## src/rtl/comp_dsp_pkg.sv

```systemverilog
// Shared definitions for the complex DSP datapath blocks: integer log2,
// accumulator sizing and the integrate-and-dump state encoding.
package comp_dsp_pkg;

    typedef enum logic {
        IDLE = 1'b0,
        RUN  = 1'b1
    } state_e;

    function automatic int clog2(input int value);
        int r;
        r = 0;
        while ((64'd1 << r) < 64'(value)) begin
            r = r + 1;
        end
        return r;
    endfunction

    // Enough headroom that a full window of extreme samples cannot overflow
    function automatic int acc_width(input int in_w, input int max_len);
        return in_w + clog2(max_len);
    endfunction

endpackage

```

## src/rtl/comp_integrate_dump_sat_shift.sv

```systemverilog
// Arithmetic right shift of a wide signed value followed by either
// saturation or sign-preserving truncation to the output width.
module sat_shift #(
    parameter int IN_W          = 28,
    parameter int OUT_W         = 18,
    parameter int SHIFT         = 0,
    parameter int WRAP_SATURATE = 1
) (
    input  logic signed [IN_W-1:0]  val_i,
    output logic signed [OUT_W-1:0] val_o,
    output logic                    sat_o
);

    logic signed [IN_W-1:0] shifted;
    logic                   ovf;

    assign shifted = val_i >>> SHIFT;

    // The value fits only if every bit above the output sign bit copies it
    assign ovf = !((&shifted[IN_W-1:OUT_W-1]) || !(|shifted[IN_W-1:OUT_W-1]));

    always_comb begin
        val_o = {shifted[IN_W-1], shifted[OUT_W-2:0]};
        sat_o = 1'b0;
        if (WRAP_SATURATE != 0 && ovf) begin
            sat_o = 1'b1;
            val_o = shifted[IN_W-1] ? {1'b1, {(OUT_W-1){1'b0}}}
                                    : {1'b0, {(OUT_W-1){1'b1}}};
        end
    end

endmodule

```

## src/rtl/comp_integrate_dump.sv

```systemverilog
// Complex integrate-and-dump: sums windows of valid samples and emits one
// scaled, saturated complex result per window, one cycle after the last sample.
module comp_integrate_dump
    import comp_dsp_pkg::*;
#(
    parameter int INPUT_WIDTH   = 18,
    parameter int OUTPUT_WIDTH  = 18,
    parameter int MAX_LEN       = 1024,
    parameter int LEN_WIDTH     = 11,
    parameter int OUT_SHIFT     = 0,
    parameter int WRAP_SATURATE = 1
) (
    input  logic                           i_clk,
    input  logic                           i_rst_n,
    input  logic signed [INPUT_WIDTH-1:0]  i_r,
    input  logic signed [INPUT_WIDTH-1:0]  i_im,
    input  logic                           i_valid_data,
    input  logic                           i_sync,
    input  logic        [LEN_WIDTH-1:0]    i_len,
    output logic signed [OUTPUT_WIDTH-1:0] o_acc_r,
    output logic signed [OUTPUT_WIDTH-1:0] o_acc_im,
    output logic                           o_valid_data,
    output logic                           o_sat,
    output logic                           o_busy
);

    localparam int ACC_W = acc_width(INPUT_WIDTH, MAX_LEN);

    state_e                         state_q;
    logic        [LEN_WIDTH-1:0]    len_q;
    logic        [LEN_WIDTH-1:0]    cnt_q;
    logic signed [ACC_W-1:0]        acc_r_q;
    logic signed [ACC_W-1:0]        acc_im_q;
    logic signed [OUTPUT_WIDTH-1:0] out_r_q;
    logic signed [OUTPUT_WIDTH-1:0] out_im_q;
    logic                           out_valid_q;
    logic                           out_sat_q;

    logic        [LEN_WIDTH-1:0]    len_sat;
    logic        [LEN_WIDTH-1:0]    eff_len;
    logic        [LEN_WIDTH-1:0]    cnt_d;
    logic signed [ACC_W-1:0]        sum_r;
    logic signed [ACC_W-1:0]        sum_im;
    logic                           run_active;
    logic                           take;
    logic                           dump;
    logic signed [OUTPUT_WIDTH-1:0] sat_val_r;
    logic signed [OUTPUT_WIDTH-1:0] sat_val_im;
    logic                           sat_r;
    logic                           sat_im;

    assign len_sat = (i_len > LEN_WIDTH'(MAX_LEN)) ? LEN_WIDTH'(MAX_LEN) : i_len;

    // A sync restarts the window, so a sample arriving with it sees an empty window
    assign run_active = i_sync ? (i_len != '0) : (state_q == RUN);
    assign eff_len    = i_sync ? len_sat : len_q;
    assign cnt_d      = (i_sync ? '0 : cnt_q) + LEN_WIDTH'(1);
    assign sum_r      = (i_sync ? '0 : acc_r_q)
                      + {{(ACC_W-INPUT_WIDTH){i_r[INPUT_WIDTH-1]}}, i_r};
    assign sum_im     = (i_sync ? '0 : acc_im_q)
                      + {{(ACC_W-INPUT_WIDTH){i_im[INPUT_WIDTH-1]}}, i_im};
    assign take       = run_active && i_valid_data;
    assign dump       = take && (cnt_d == eff_len);

    sat_shift #(
        .IN_W          (ACC_W),
        .OUT_W         (OUTPUT_WIDTH),
        .SHIFT         (OUT_SHIFT),
        .WRAP_SATURATE (WRAP_SATURATE)
    ) u_sat_r (
        .val_i (sum_r),
        .val_o (sat_val_r),
        .sat_o (sat_r)
    );

    sat_shift #(
        .IN_W          (ACC_W),
        .OUT_W         (OUTPUT_WIDTH),
        .SHIFT         (OUT_SHIFT),
        .WRAP_SATURATE (WRAP_SATURATE)
    ) u_sat_im (
        .val_i (sum_im),
        .val_o (sat_val_im),
        .sat_o (sat_im)
    );

    always_ff @(posedge i_clk or negedge i_rst_n) begin
        if (!i_rst_n) begin
            state_q     <= IDLE;
            len_q       <= '0;
            cnt_q       <= '0;
            acc_r_q     <= '0;
            acc_im_q    <= '0;
            out_r_q     <= '0;
            out_im_q    <= '0;
            out_valid_q <= 1'b0;
            out_sat_q   <= 1'b0;
        end else begin
            out_valid_q <= 1'b0;
            if (i_sync) begin
                state_q <= (i_len != '0) ? RUN : IDLE;
                len_q   <= len_sat;
            end
            if (dump) begin
                acc_r_q     <= '0;
                acc_im_q    <= '0;
                cnt_q       <= '0;
                out_r_q     <= sat_val_r;
                out_im_q    <= sat_val_im;
                out_sat_q   <= sat_r || sat_im;
                out_valid_q <= 1'b1;
            end else if (take) begin
                acc_r_q  <= sum_r;
                acc_im_q <= sum_im;
                cnt_q    <= cnt_d;
            end else if (i_sync) begin
                acc_r_q  <= '0;
                acc_im_q <= '0;
                cnt_q    <= '0;
            end
        end
    end

    assign o_acc_r      = out_r_q;
    assign o_acc_im     = out_im_q;
    assign o_valid_data = out_valid_q;
    assign o_sat        = out_sat_q;
    assign o_busy       = (state_q == RUN);

endmodule

```

## config.mk

```make
export PLATFORM = sky130hd
export DESIGN_NAME = comp_integrate_dump
export DESIGN_NICKNAME = d
export VERILOG_FILES = /design/src/rtl/comp_dsp_pkg.sv /design/src/rtl/comp_integrate_dump_sat_shift.sv /design/src/rtl/comp_integrate_dump.sv
export SDC_FILE = /design/constraint.sdc
export NUM_CORES = 1
export LEC_CHECK = 0
export BUFFER_PORTS_ARGS = -buffer_cell sky130_fd_sc_hd__buf_2
export CORE_MARGIN = 2
export CORE_UTILIZATION = 30
export CTS_BUF_LIST = sky130_fd_sc_hd__clkbuf_8
export DETAILED_ROUTE_END_ITERATION = 6
export GPL_TIMING_DRIVEN = 0
export PLACE_DENSITY_LB_ADDON = 0.15
export SETUP_SLACK_MARGIN = 0.3
export SLEW_MARGIN = 30
export SYNTH_ARGS = -nofsm -noshare
export SYNTH_HDL_FRONTEND = slang
export SYNTH_SLANG_ARGS = --single-unit
```

## constraint.sdc

```tcl
create_clock -name i_clk -period 3.75 [get_ports i_clk]
set_clock_uncertainty 0.2 [all_clocks]
set_input_delay 0.5625 -clock i_clk [delete_from_list [all_inputs] [get_ports i_clk]]
set_output_delay 0.5625 -clock i_clk [all_outputs]
set_load 0.02 [all_outputs]
```

==> results.json <==
{
  "grt_pass1_vias": 10800,
  "swShare_pct": 43.5,
  "dr.pass1.iters": 5,
  "fin_ws_ns": -1.06,
  "cts_tree": "done",
  "io_pins": 90,
  "cp_max_fo": 5,
  "p_clk_share_pct": 18.9,
  "grt_max_degree": 69,
  "final_common_cell": "nor2_1",
  "seqPwrFrac_pct": 26.9,
  "pre_cts_ws_ns": -2.53,
  "dr_wl_met3_mm": 1.73,
  "worstSetupPathType": "input port to register",
  "clock-sinks": 117,
  "synth-async-reset-ratio_pct": 100,
  "final_cell_mix": "nor2_1 (131), dfrtp_1 (117), buf_2 (88)",
  "grt_remaining_overflow": 0,
  "cap_viol_max_count": 0,
  "setup_violations": 105,
  "drcViolationCount": 0,
  "top_layer_used": "met4",
  "worstSetupStartpointType": "input port",
  "peakVddDrop_mv": 0.244,
  "fp.dieH_um": 190,
  "end_kind": "register",
  "ys_types": 94,
  "power_density_mw_per_mm2": 449,
  "fillers": 3401,
  "p_int_w": 0.00380,
  "clock_latency_ns": 0.48,
  "min_path_cells": 3,
  "critPathRequiredTime_ns": 3.90,
  "seq_area_sq_mm": 0.00293,
  "status": "finished with violations",
  "period_share_pct": 128,
  "cp.arrival_ns": 4.96,
  "synth_cells": 1305,
  "gp_congestion": 0.888,
  "max_freq_mhz": 208,
  "hpwl_mm": 28.7,
  "synth-edff-count": 0,
  "ys_seq_area_share_pct": 28.2,
  "grt_antenna_before_repair": 1,
  "p_comb_share_pct": 54.2,
  "min_period_ns": 4.81,
  "hold_violations": 0,
  "nNetsFinal": 1616,
  "vias": 10900,
  "hp-class": "input port to register",
  "fin_tns_setup_ns": -71.62,
  "via_per_inst": 5.47,
  "syn_area_per_cell_sq_um": 7.96,
  "grtUsageTotal_pct": 23.0,
  "grt_setup_unrepaired": "true",
  "htreeDepth": 4,
  "multi_input_comb_area_sq_mm": 0.00836,
  "p_switching_w": 0.00293,
  "p_leak_nw": 6.33,
  "netlist_area_sq_mm": 0.0104,
  "wl_per_cell_um": 21.0,
  "wl_met1_mm": 18.6,
  "wl_met2_mm": 20.3,
  "yosysWarnings": 0,
  "worstMarginPinSlew_ns": 1.08,
  "final_layout_size_suffix_gt1_share_pct": 35.3,
  "violations": "negative setup slack",
  "numCtsBuffers": 17,
  "cts_root_buffer": "clkbuf_8",
  "grt_pass1_wl_mm": 63.7,
  "clk_pin_slew_ns": 0.08,
  "start_util_pct": 30.3,
  "dieArea_sq_mm": 0.0361,
  "synth_seq_cells": 117,
  "synth.net_count": 1389,
  "io_buffer_count": 77,
  "chipWidth_um": 190,
  "ant_nets": 0,
  "slew_headroom_pct": 28.0,
  "drv_slew": 0,
  "synth-main-ff-cell": "dfrtp_1",
  "drtIter0Drc": 668,
  "num_rows": 68,
  "routed_wirelength_mm": 42.0,
  "worst_r2r_path_depth": 14,
  "area_growth_pct": 44.4,
  "core_sq_mm": 0.0343,
  "total_power_w": 0.00674,
  "clockBufferDepth": 2
}
-- Yosys cell counts (all sizes together), types with 4 or more instances --
master	instances	area, sq um
a2111oi	5	43.8
a211o	8	70.1
a211oi	27	208
a21boi	5	52.6
a21o	27	203
a21oi	84	420
a221o	4	40.0
a31o	4	35.0
a31oi	27	169
and2	10	62.6
and3	10	62.6
and4	4	35.0
buf	31	164
clkbuf	68	255
dfrtp	117	2930
ha	33	413
inv	28	105
maj3	8	82.6
mux2	7	78.8
mux2i	22	220
nand2	80	300
nand2b	12	75.1
nand3	29	145
nand4	15	93.8
nor2	173	649
nor2b	68	428
nor3	21	110
nor4	7	58.8
nor4bb	12	120
o211a	7	70.1
o211ai	25	193
o21a	10	75.1
o21ai	65	325
o21bai	14	105
o22ai	30	188
o2bb2ai	5	43.8
or2	16	100
or3	12	80.1
or3b	4	35.0
xnor2	66	578
xor2	38	333
-- kinds of logic (layout without fill, tap and decap cells) --
group           after synthesis  after routing  synth area share, %
compound gates              392            392                 25.7
xor+xnor                    104            104                 8.77
fa+ha+maj                    41             41                 4.77
buf+inv                     127            367                 5.05
flops                       117            117                 28.2
mux                          29             29                 2.88
other cells                   0              1                    0
simple gates                495            495                 24.6
-- metal layers --
layer	up-vias	GRT usage, %
met5	-	0
met4	0	7.30
met3	61	3.32
met2	255	39.3
met1	5424	29.9
li1	5204	-
-- cell type report --
cell class / count / share of cell area [%]
multi-input cells: 1061 / 55.7
flip-flops and latches: 117 / 19.5
repair buffers: 208 / 11.8
plain buffers: 99 / 5.80
well taps: 455 / 3.79
clock buffers: 18 / 1.65
clock inverters: 14 / 1.02
inverters: 28 / 0.700
diodes: 1 / 0.0167
-- final timing paths --
path	from	to	slack, ns
setup / recovery	i_sync	o_acc_r[16]	-1.06
hold / removal	i_len[6]	len_q[6]	0.14
setup reg to reg	acc_r_q[15]	o_acc_r[16]	-0.61
hold reg to reg	o_acc_r[13]	o_acc_r[13]	0.32
max in group asynchronous	i_rst_n	o_acc_r[10]	2.19
min in group asynchronous	i_rst_n	acc_im_q[19]	0.41
-- power by group through the flow --
stage	clock [W]	combinational, W	sequential (W)
detailed placement	0	0.00286	0.00183
floorplan	0	0.00185	0.00200
finish	0.00127	0.00365	0.00181
CTS	0.00130	0.00336	0.00181
global route	0.00134	0.00395	0.00185
global placement	0	0.00284	0.00182
-- state kept, by name, summed over array words and instances (netlist names) --
name / flops
acc_im_q: 28
acc_r_q: 28
cnt_q: 11
len_q: 11
o_acc_im: 18
o_acc_r: 18
o_busy: 1
o_sat: 1
o_valid_data: 1
-- metrics by stage --
step | util (%) | hold slack, ns | area, sq um | instances
CTS | 41.2 | 0.108 | 14100 | 1968
detailed placement | 34.5 | 0.294 | 11800 | 1838
finish | 43.8 | 0.136 | 15000 | 2001
floorplan | - | 0.0669 | 10800 | 1305
global placement | 34.4 | 0.283 | 11800 | 1837
global route | 43.8 | 0.150 | 15000 | 2000
-- what timing repair did --
item | in CTS | in global routing
buffers inserted | 90 | 27
hold buffers | 1 | 0
pin swaps | 82 | 53
setup endpoints to repair | 105 | 105
cloned | 7 | 5
resized for setup | 195 | 146
hold endpoints to repair | 49 | 0
-- worst max-delay path, cell delays in order --
cell and delay (ns):
buf_12 0.11, buf_12 0.12, buf_12 0.11, buf_12 0.12, buf_12 0.11, clkbuf_16 0.13, clkbuf_16 0.15, buf_12 0.14
clkbuf_16 0.15, nor2b_4 0.14, ha_4 0.16, ha_4 0.16, a21oi_4 0.05, a2111oi_4 0.34, nor3_2 0.11, o31a_1 0.37
o211ai_4 0.29, buf_6 0.14, mux2_4 0.16, nor2_4 0.05, or3b_1 0.35, or3_4 0.41, a21boi_4 0.27, buf_6 0.19
a21oi_2 0.06
Power figures use the tool's default switching activity.
